`config.mk`:
```
export PLATFORM = sky130hd
export DESIGN_NAME = fft_frame_packetizer
export DESIGN_NICKNAME = d
export VERILOG_FILES = /design/src/rtl/fft_frame_packetizer.sv
export SDC_FILE = /design/constraint.sdc
export NUM_CORES = 1
export LEC_CHECK = 0
export BUFFER_PORTS_ARGS = -buffer_cell sky130_fd_sc_hd__buf_2
export CAP_MARGIN = 15
export CELL_PAD_IN_SITES_DETAIL_PLACEMENT = 1
export CELL_PAD_IN_SITES_GLOBAL_PLACEMENT = 1
export CORE_ASPECT_RATIO = 1.4
export CORE_MARGIN = 1.5
export CORE_UTILIZATION = 54
export CTS_CLUSTER_DIAMETER = 200
export DETAILED_ROUTE_END_ITERATION = 8
export GPL_ROUTABILITY_DRIVEN = 0
export MAX_ROUTING_LAYER = met4
export PLACE_DENSITY_LB_ADDON = 0.05
export SLEW_MARGIN = 20
export SYNTH_ARGS = -nofsm -noshare
export SYNTH_HDL_FRONTEND = slang
export SYNTH_SLANG_ARGS = --single-unit
```
`constraint.sdc`:
```
create_clock -name clk_clk -period 6 [get_ports clk_clk]
set_clock_uncertainty 0.2 [all_clocks]
set_input_delay 1.8 -clock clk_clk [delete_from_list [all_inputs] [get_ports clk_clk]]
set_output_delay 1.8 -clock clk_clk [all_outputs]
set_load 0.005 [all_outputs]
```
`src/rtl/fft_frame_packetizer.sv`:
```
// Frames the ADC sample stream into FFT_LEN-word Avalon-ST packets for the FFT
// input FIFO, with optional pair summing, an elastic buffer and a sticky drop flag.
module fft_frame_packetizer #(
    parameter int ADC_W     = 14,
    parameter int DATA_W    = 15,
    parameter int FFT_LEN   = 1024,
    parameter int BUF_DEPTH = 8
) (
    input  logic              clk_clk,
    input  logic              reset_reset_n,
    input  logic [ADC_W-1:0]  adc_data,
    input  logic              adc_valid,
    input  logic              start,
    input  logic              abort,
    input  logic              sum2,
    input  logic [15:0]       num_frames,
    output logic [DATA_W-1:0] out_data,
    output logic              out_valid,
    input  logic              out_ready,
    output logic              out_startofpacket,
    output logic              out_endofpacket,
    output logic              busy,
    output logic              done,
    output logic              overflow
);

    localparam int BEAT_W = $clog2(FFT_LEN);
    localparam int PTR_W  = $clog2(BUF_DEPTH);
    localparam int CNT_W  = PTR_W + 1;

    typedef enum logic [1:0] {IDLE, STREAM, DRAIN, DONE} state_t;

    state_t state, state_nxt;

    logic              sum2_r;
    logic [15:0]       frames_r;
    logic [31:0]       target;
    logic [31:0]       cap_cnt;
    logic [ADC_W-1:0]  s_cur;
    logic [ADC_W-1:0]  even_r;
    logic              phase;
    logic [DATA_W-1:0] conv_data;
    logic              conv_valid;

    logic [DATA_W-1:0] mem [BUF_DEPTH];
    logic [PTR_W-1:0]  wr_ptr;
    logic [PTR_W-1:0]  rd_ptr;
    logic [CNT_W-1:0]  count;
    logic [BEAT_W-1:0] beat;

    logic start_ok;
    logic full;
    logic rd_en;
    logic wr_try;
    logic wr_en;
    logic last_write;

    // Offset-binary to two's complement is just an MSB inversion.
    assign s_cur  = {~adc_data[ADC_W-1], adc_data[ADC_W-2:0]};
    assign target = {16'd0, frames_r} << BEAT_W;

    assign start_ok   = start & ~abort & ((state == IDLE) | (state == DONE));
    assign full       = (count == CNT_W'(BUF_DEPTH));
    assign out_valid  = (count != '0);
    assign rd_en      = out_valid & out_ready;
    assign wr_try     = conv_valid & (state == STREAM) & ~abort;
    // A full buffer still accepts a word when its head leaves in the same cycle.
    assign wr_en      = wr_try & (~full | rd_en);
    assign last_write = wr_en & ((cap_cnt + 32'd1) == target);

    // Gating with out_valid keeps the bus at zero out of reset and between packets.
    assign out_data          = out_valid ? mem[rd_ptr] : '0;
    assign out_startofpacket = out_valid & (beat == '0);
    assign out_endofpacket   = out_valid & (beat == BEAT_W'(FFT_LEN - 1));

    always_ff @(posedge clk_clk or negedge reset_reset_n) begin
        if (!reset_reset_n) begin
            state <= IDLE;
        end else begin
            state <= state_nxt;
        end
    end

    always_comb begin
        state_nxt = state;
        case (state)
            IDLE, DONE: begin
                if (abort)          state_nxt = IDLE;
                else if (start)     state_nxt = (num_frames == 16'd0) ? DONE : STREAM;
            end
            STREAM: begin
                if (abort)          state_nxt = IDLE;
                else if (last_write) state_nxt = DRAIN;
            end
            DRAIN: begin
                if (abort)          state_nxt = IDLE;
                else if (!out_valid && beat == '0) state_nxt = DONE;
            end
            default:                state_nxt = IDLE;
        endcase
    end

    always_comb begin
        busy = 1'b0;
        done = 1'b0;
        case (state)
            STREAM, DRAIN: busy = 1'b1;
            DONE:          done = 1'b1;
            default: ;
        endcase
    end

    // NOTE: sequential state uses non-blocking assignments so every register
    // samples the pre-edge values regardless of statement order.
    always_ff @(posedge clk_clk or negedge reset_reset_n) begin
        if (!reset_reset_n) begin
            sum2_r     <= 1'b0;
            frames_r   <= '0;
            cap_cnt    <= '0;
            even_r     <= '0;
            phase      <= 1'b0;
            conv_data  <= '0;
            conv_valid <= 1'b0;
            wr_ptr     <= '0;
            rd_ptr     <= '0;
            count      <= '0;
            beat       <= '0;
            overflow   <= 1'b0;
        end else if (abort) begin
            wr_ptr     <= '0;
            rd_ptr     <= '0;
            count      <= '0;
            beat       <= '0;
            conv_valid <= 1'b0;
            phase      <= 1'b0;
        end else if (start_ok) begin
            sum2_r     <= sum2;
            frames_r   <= num_frames;
            overflow   <= 1'b0;
            cap_cnt    <= '0;
            beat       <= '0;
            phase      <= 1'b0;
            conv_valid <= 1'b0;
        end else begin
            if (state == STREAM && adc_valid) begin
                if (!sum2_r) begin
                    conv_data  <= {s_cur[ADC_W-1], s_cur};
                    conv_valid <= 1'b1;
                end else if (!phase) begin
                    even_r     <= s_cur;
                    phase      <= 1'b1;
                    conv_valid <= 1'b0;
                end else begin
                    conv_data  <= {even_r[ADC_W-1], even_r} + {s_cur[ADC_W-1], s_cur};
                    phase      <= 1'b0;
                    conv_valid <= 1'b1;
                end
            end else begin
                conv_valid <= 1'b0;
            end

            if (wr_en) begin
                wr_ptr  <= wr_ptr + PTR_W'(1);
                cap_cnt <= cap_cnt + 32'd1;
            end
            if (rd_en) begin
                rd_ptr <= rd_ptr + PTR_W'(1);
                beat   <= beat + BEAT_W'(1);
            end
            count <= count + {{PTR_W{1'b0}}, wr_en} - {{PTR_W{1'b0}}, rd_en};

            if (wr_try && !wr_en) overflow <= 1'b1;
        end
    end

    // NOTE: buffer storage has no reset; occupancy is tracked by count, and
    // leaving the array unreset lets it map onto plain RAM.
    always_ff @(posedge clk_clk) begin
        if (wr_en) mem[wr_ptr] <= conv_data;
    end

endmodule

```
# Word level (Yosys, flattened, before mapping)

Memory sizes are Yosys's and may differ from the RTL's.
Index checks and enable logic that the tools add are counted.
W data, S select, Z words.

$add $sub $neg: 7
Multipliers: 0
Equality and inequality tests: 11
Shifts and indexed selects: 0
Reduce and logical (&&, ||, !) cells: 27
Divide/modulo/power cells: 0
Bitwise logic cells: 16
Mux-type cells: 40
Magnitude comparators: 0

Operators by type and width:

| operator                | count |
|---|---|
| $mux W32                | 2 |
| $mux W15                | 3 |
| $add A32 B1 Y32 const B | 1 |
| $eq A32 B26 Y1          | 1 |
| $mux W10                | 3 |
| $mux W3                 | 6 |
| $logic_not A16 Y1       | 1 |
| $mux W1                 | 16 |
| $add A14 B14 Y15        | 1 |
| $mux W2                 | 7 |
| $reduce_and A2 Y1       | 6 |
| $add A10 B1 Y10 const B | 1 |
| $eq A10 B10 Y1 const B  | 1 |
| $logic_not A10 Y1       | 1 |
| $and A1 B1 Y1           | 9 |
| $ne A3 B3 Y1 const B    | 3 |
| $reduce_bool A3 Y1      | 3 |
| $mux W4                 | 2 |
| $reduce_bool A2 Y1      | 4 |
| $add A3 B1 Y3 const B   | 2 |
| $pmux W2 S3             | 1 |
| $not A1 Y1              | 5 |
| $reduce_and A5 Y1       | 1 |
| $add A4 B1 Y4           | 1 |
| other kinds (14)        | 20 |

Memories: 1
Bits in registers: 103
Bits in writable memories: 120
Input port bits: 37
Bits in latches: 0
Bits in read-only memories: 0
Logic and storage cells: 115

Memory list:

| name | words | bits a word | read ports | clocked after memory_dff | wr ports | RTL line | source |
|---|---|---|---|---|---|---|---|
| mem  | 8     | 15          | 1          | 0                        | 1        | 45       | `logic [DATA_W-1:0] mem [BUF_DEPTH];` |

# Depth between registers and ports, before layout

Depth after elaboration: 8
Gate-level depth with buffers: 14
Gate-level depth less buffers: 12

# Worst setup path before layout

Ideal clock, no wire load.

Kind: in2reg
Start: input abort
End: memory mem[2][0], enable pin
Cell stages on the path: 6
Required time: 5369 ps
Path slack: 936 ps
Arrival time: 4432 ps
Library setup time: 431 ps
Cell sequence: clkbuf_1 nand3b_1 a31oi_1 inv_1 clkbuf_1 nor4b_1

Word-level cells in the longest chain between the ends: 5

RTL lines:

| what                          | RTL line | source |
|---|---|---|
| start: declaration            | 14       | `input logic abort,` |
| $not A1 Y1 (no line)          | n/a      |  |
| $and A1 B1 Y1                 | 66       | `assign wr_try = conv_valid & (state == STREAM) & ~abort;` |
| $and A1 B1 Y1                 | 68       | `assign wr_en = wr_try & (~full \| rd_en);` |
| $mux W1                       | 179      | `if (wr_en) mem[wr_ptr] <= conv_data;` |
| $mux W1 (implied by the code) | 179      |  |
| end: declaration              | 45       |  |

Every way passes these cells.

# Worst setup path in the final report

Start: register rd_ptr[0]
End: output out_data[0]

Word-level cells in the longest chain between the ends: 2

RTL lines:

| what                     | RTL line | source |
|---|---|---|
| start: declaration       | 47       | `logic [PTR_W-1:0] rd_ptr;` |
| start signal: assignment | 167      | `rd_ptr <= rd_ptr + PTR_W'(1);` |
| $mem_v2 Z8 W15           | n/a      |  |
| $mux W15                 | 72       | `assign out_data = out_valid ? mem[rd_ptr] : '0;` |
| end: declaration         | 17       | `output logic [DATA_W-1:0] out_data,` |

Every way passes these cells.

==> results_dict.tcl <==
set metrics [dict create \
    status "finished, final reports clean" \
    vias_per_cell 5.936 \
    drv_cap 0 \
    fin_crit_ps 4419 \
    path_class "flop to output pin" \
    report.final.slew_viol_count 0 \
    r2r_setup_slack_ps 1790 \
    coreArea_um2 19770 \
    setup_viol 0 \
    final-hold-violation-count 0 \
    r2r_start "cap_cnt[5]" \
    fin_nets 1012 \
    grt_pass1_vias 8028 \
    worst-r2r-cell-count 9 \
    ys.flop_type "edfxtp_1" \
    pwr-share-comb_pct 26.0 \
    cts_buffer_depth 3 \
    drt_iter0_drc 323 \
    synth_top_family_by_area "simple AND/OR/NAND/NOR gates" \
    period_share_pct 73.65 \
    fmaxAchievable_mhz 226.3 \
    drt_wl_total_mm 27.86 \
    dr.pass1.iters 4 \
    worstPathRequired_ps 4000 \
    wire_per_inst_um 22.95 \
    async_reset_ff_share_pct 46.19 \
    syn_inst 895 \
    synthXorXnorAreaFrac_pct 6.306 \
    grt_pass1_wl_mm 44.24 \
    fp.dieW_um 122.7 \
    synth_compound_area_share_pct 5.521 \
    die_h_um 170.6 \
    ys_types 63 \
    drc_errors 0 \
    synthToLayoutAreaGrowth_pct 12.27 \
    synth.area.mux_share_pct 10.66 \
    crit_path_end_kind "output pin" \
    power_frac_clock_pct 29.6 \
    cts_hold_buf 0 \
    final_layout_size_suffix_gt1_share_pct 18.11 \
    path_clk_slew_ps 60 \
    p_int_uw 3404 \
    crit_arrival_ps 2420 \
    synth_edf_count 120 \
    yosys.area_share.simple_pct 14.01 \
    worst_pin_slew_ps 1148 \
    dp_slack_ps 1139 \
    p_leak_uw 0.004840 \
    totalPowerFinal_uw 4981 \
    overflow 0 \
    switchingPower_uw 1576 \
    synth-seq-area-share_pct 57.06 \
    ys_ff_latch 223 \
    cp-start-kind "flop" \
    swShare_pct 31.65 \
    slew-limit-headroom_pct 22.79 \
    synthAdderAreaFrac_pct 3.604 \
    initial_core_util_pct 54.80 \
    grt_use_total_pct 28.60 \
    antenna_left 0 \
    num_rows 61 \
    hp-start "frames_r[5]" \
    cts_inserted_buffers 22 \
    insertion_delay_ps 510 \
    min_path_cells 2 \
    hp-class "flop to flop" \
    antenna_found_initial 1 \
    tritoncts "built" \
    syn_area_um2 10830 \
    fin_tns_setup_ps 0 \
    root_buffer "clkbuf_16" \
    rsz0062_at_grt "false" \
    fin_ws_ps 1581 \
    num_io_pins 58 \
    dp_hpwl_mm 19.27 \
    cts_setup_buffers 0 \
    power_density_nw_per_um2 409.6 \
    crit_fanout 32 \
    via_count 7206 \
    grt_max_degree 79 \
    yosys_warnings 0 \
    cts_resized 0 \
    io_buffers 57 \
    seqPwrFrac_pct 44.4 \
    htreeDepth 1 \
    r2r_end "state[0]" \
    peakVddDrop_mv 0.3093 \
    clock_sinks 223 \
    syn_nets 962 \
    whs_endpoint "frames_r[5]" \
    die-area_um2 20930 \
    avgSynthCellArea_um2 12.10 \
]
per-stage QoR:
stage | area (µm²) | hold WS, ps | cells | utilization (%)
after floorplan | 10830 | 254.7 | 895 | -
after global placement | 11370 | 277.9 | 1173 | 57.50
after detailed placement | 11370 | 288.7 | 1173 | 57.50
after CTS | 12150 | 311.2 | 1213 | 61.47
after global routing | 12160 | 325.0 | 1214 | 61.52
final | 12160 | 301.8 | 1214 | 61.52
layer usage:
metal  global-route usage, %  wire [µm]  up-vias
li1                        -          -     3313
met1                   31.88      10710     3690
met2                   52.37      15390      144
met3                   3.100        799       59
met4                   10.16        958        0
met5                       -          0        -
final cells by class:
| cell class | instances | area [µm²] |
|---|---|---|
| tap | 252 | 315.3 |
| multi-input combinational | 604 | 4390 |
| fill | 2013 | 7606 |
| clock inverter | 9 | 118.9 |
| timing repair buffer | 71 | 396.6 |
| antenna | 1 | 2.502 |
| inverter | 23 | 86.33 |
| sequential | 223 | 6186 |
| clock buffer | 31 | 665.6 |
Yosys cell counts (all sizes together), types with 14 or more instances:
master	instances	area, µm²
nor4	14	87.58
dfrtp	103	2577
xor2	43	376.6
mux2	15	168.9
mux2i	31	310.3
nand3	25	125.1
clkbuf	27	103.9
mux4	30	675.7
xnor2	35	306.5
inv	23	86.33
nor3	16	91.34
nor2	91	341.6
nand4	17	121.4
o21ai	30	150.1
a21oi	26	130.1
buf	18	117.6
edfxtp	120	3603
ha	28	350.3
nand2	118	442.9
worst max-delay path, stage by stage, from the launching register on:
cell and delay (ps):
dfrtp_4 830, mux4_2 600, mux2i_1 200, nor2_1 80
buf_2 170
power groups by stage:
| stage | clock [µW] | sequential [µW] | combinational, µW |
|---|---|---|---|
| after floorplan | 0 | 2070 | 992 |
| after detailed placement | 0 | 2240 | 1290 |
| final | 1480 | 2210 | 1290 |
| after CTS | 1500 | 2210 | 1310 |
| after global placement | 0 | 2210 | 1210 |
| after global routing | 1550 | 2260 | 1440 |
flip-flops by register name, indices dropped and copies added (netlist names):
signal      count
sum2_r          1
count           4
frames_r       16
state           2
conv_data      15
wr_ptr          3
even_r         14
rd_ptr          3
cap_cnt        32
conv_valid      1
phase           1
beat           10
overflow        1
mem           120
kinds of logic (layout without fill, tap and decap cells):
family,Yosys count,after routing
multiplexers,76,76
adder cells (fa/ha/maj),30,30
AO/OA/AOI/OAI,95,95
flip-flops,223,223
AND/OR/NAND/NOR,325,325
XOR/XNOR,78,78
other,0,1
buffers and inverters,68,134
cell usage in the layout, fill, tap and decap left out, types with 6 or more instances in the layout:
cell,netlist,final
a21oi_1,26,26
clkbuf_8,0,6
mux2i_1,31,31
ha_1,28,28
edfxtp_1,120,120
nor4_1,14,13
nor3_1,15,13
or3_1,6,6
nand3_1,25,25
nand4_1,16,16
buf_2,4,56
a31oi_1,7,7
nand2_1,118,118
nor2_1,91,90
o21ai_0,29,29
mux2_2,15,15
clkbuf_16,0,23
mux4_2,30,30
buf_4,2,14
xor2_1,43,43
inv_1,23,23
and2_1,7,7
dfrtp_1,103,101
xnor2_1,35,35
worst max-delay path by stage:
stage,from,endpoint,slack [ps]
6_report,rd_ptr[0],out_data[0],1580
5_1_grt,rd_ptr[0],out_data[0],1380
4_1_cts,rd_ptr[0],out_data[0],1230
3_5_place_dp,abort,state[0],1140
3_3_place_gp,abort,state[0],1250
2_1_floorplan,abort,mem[2][0],940
Power figures use the tool's default switching activity.
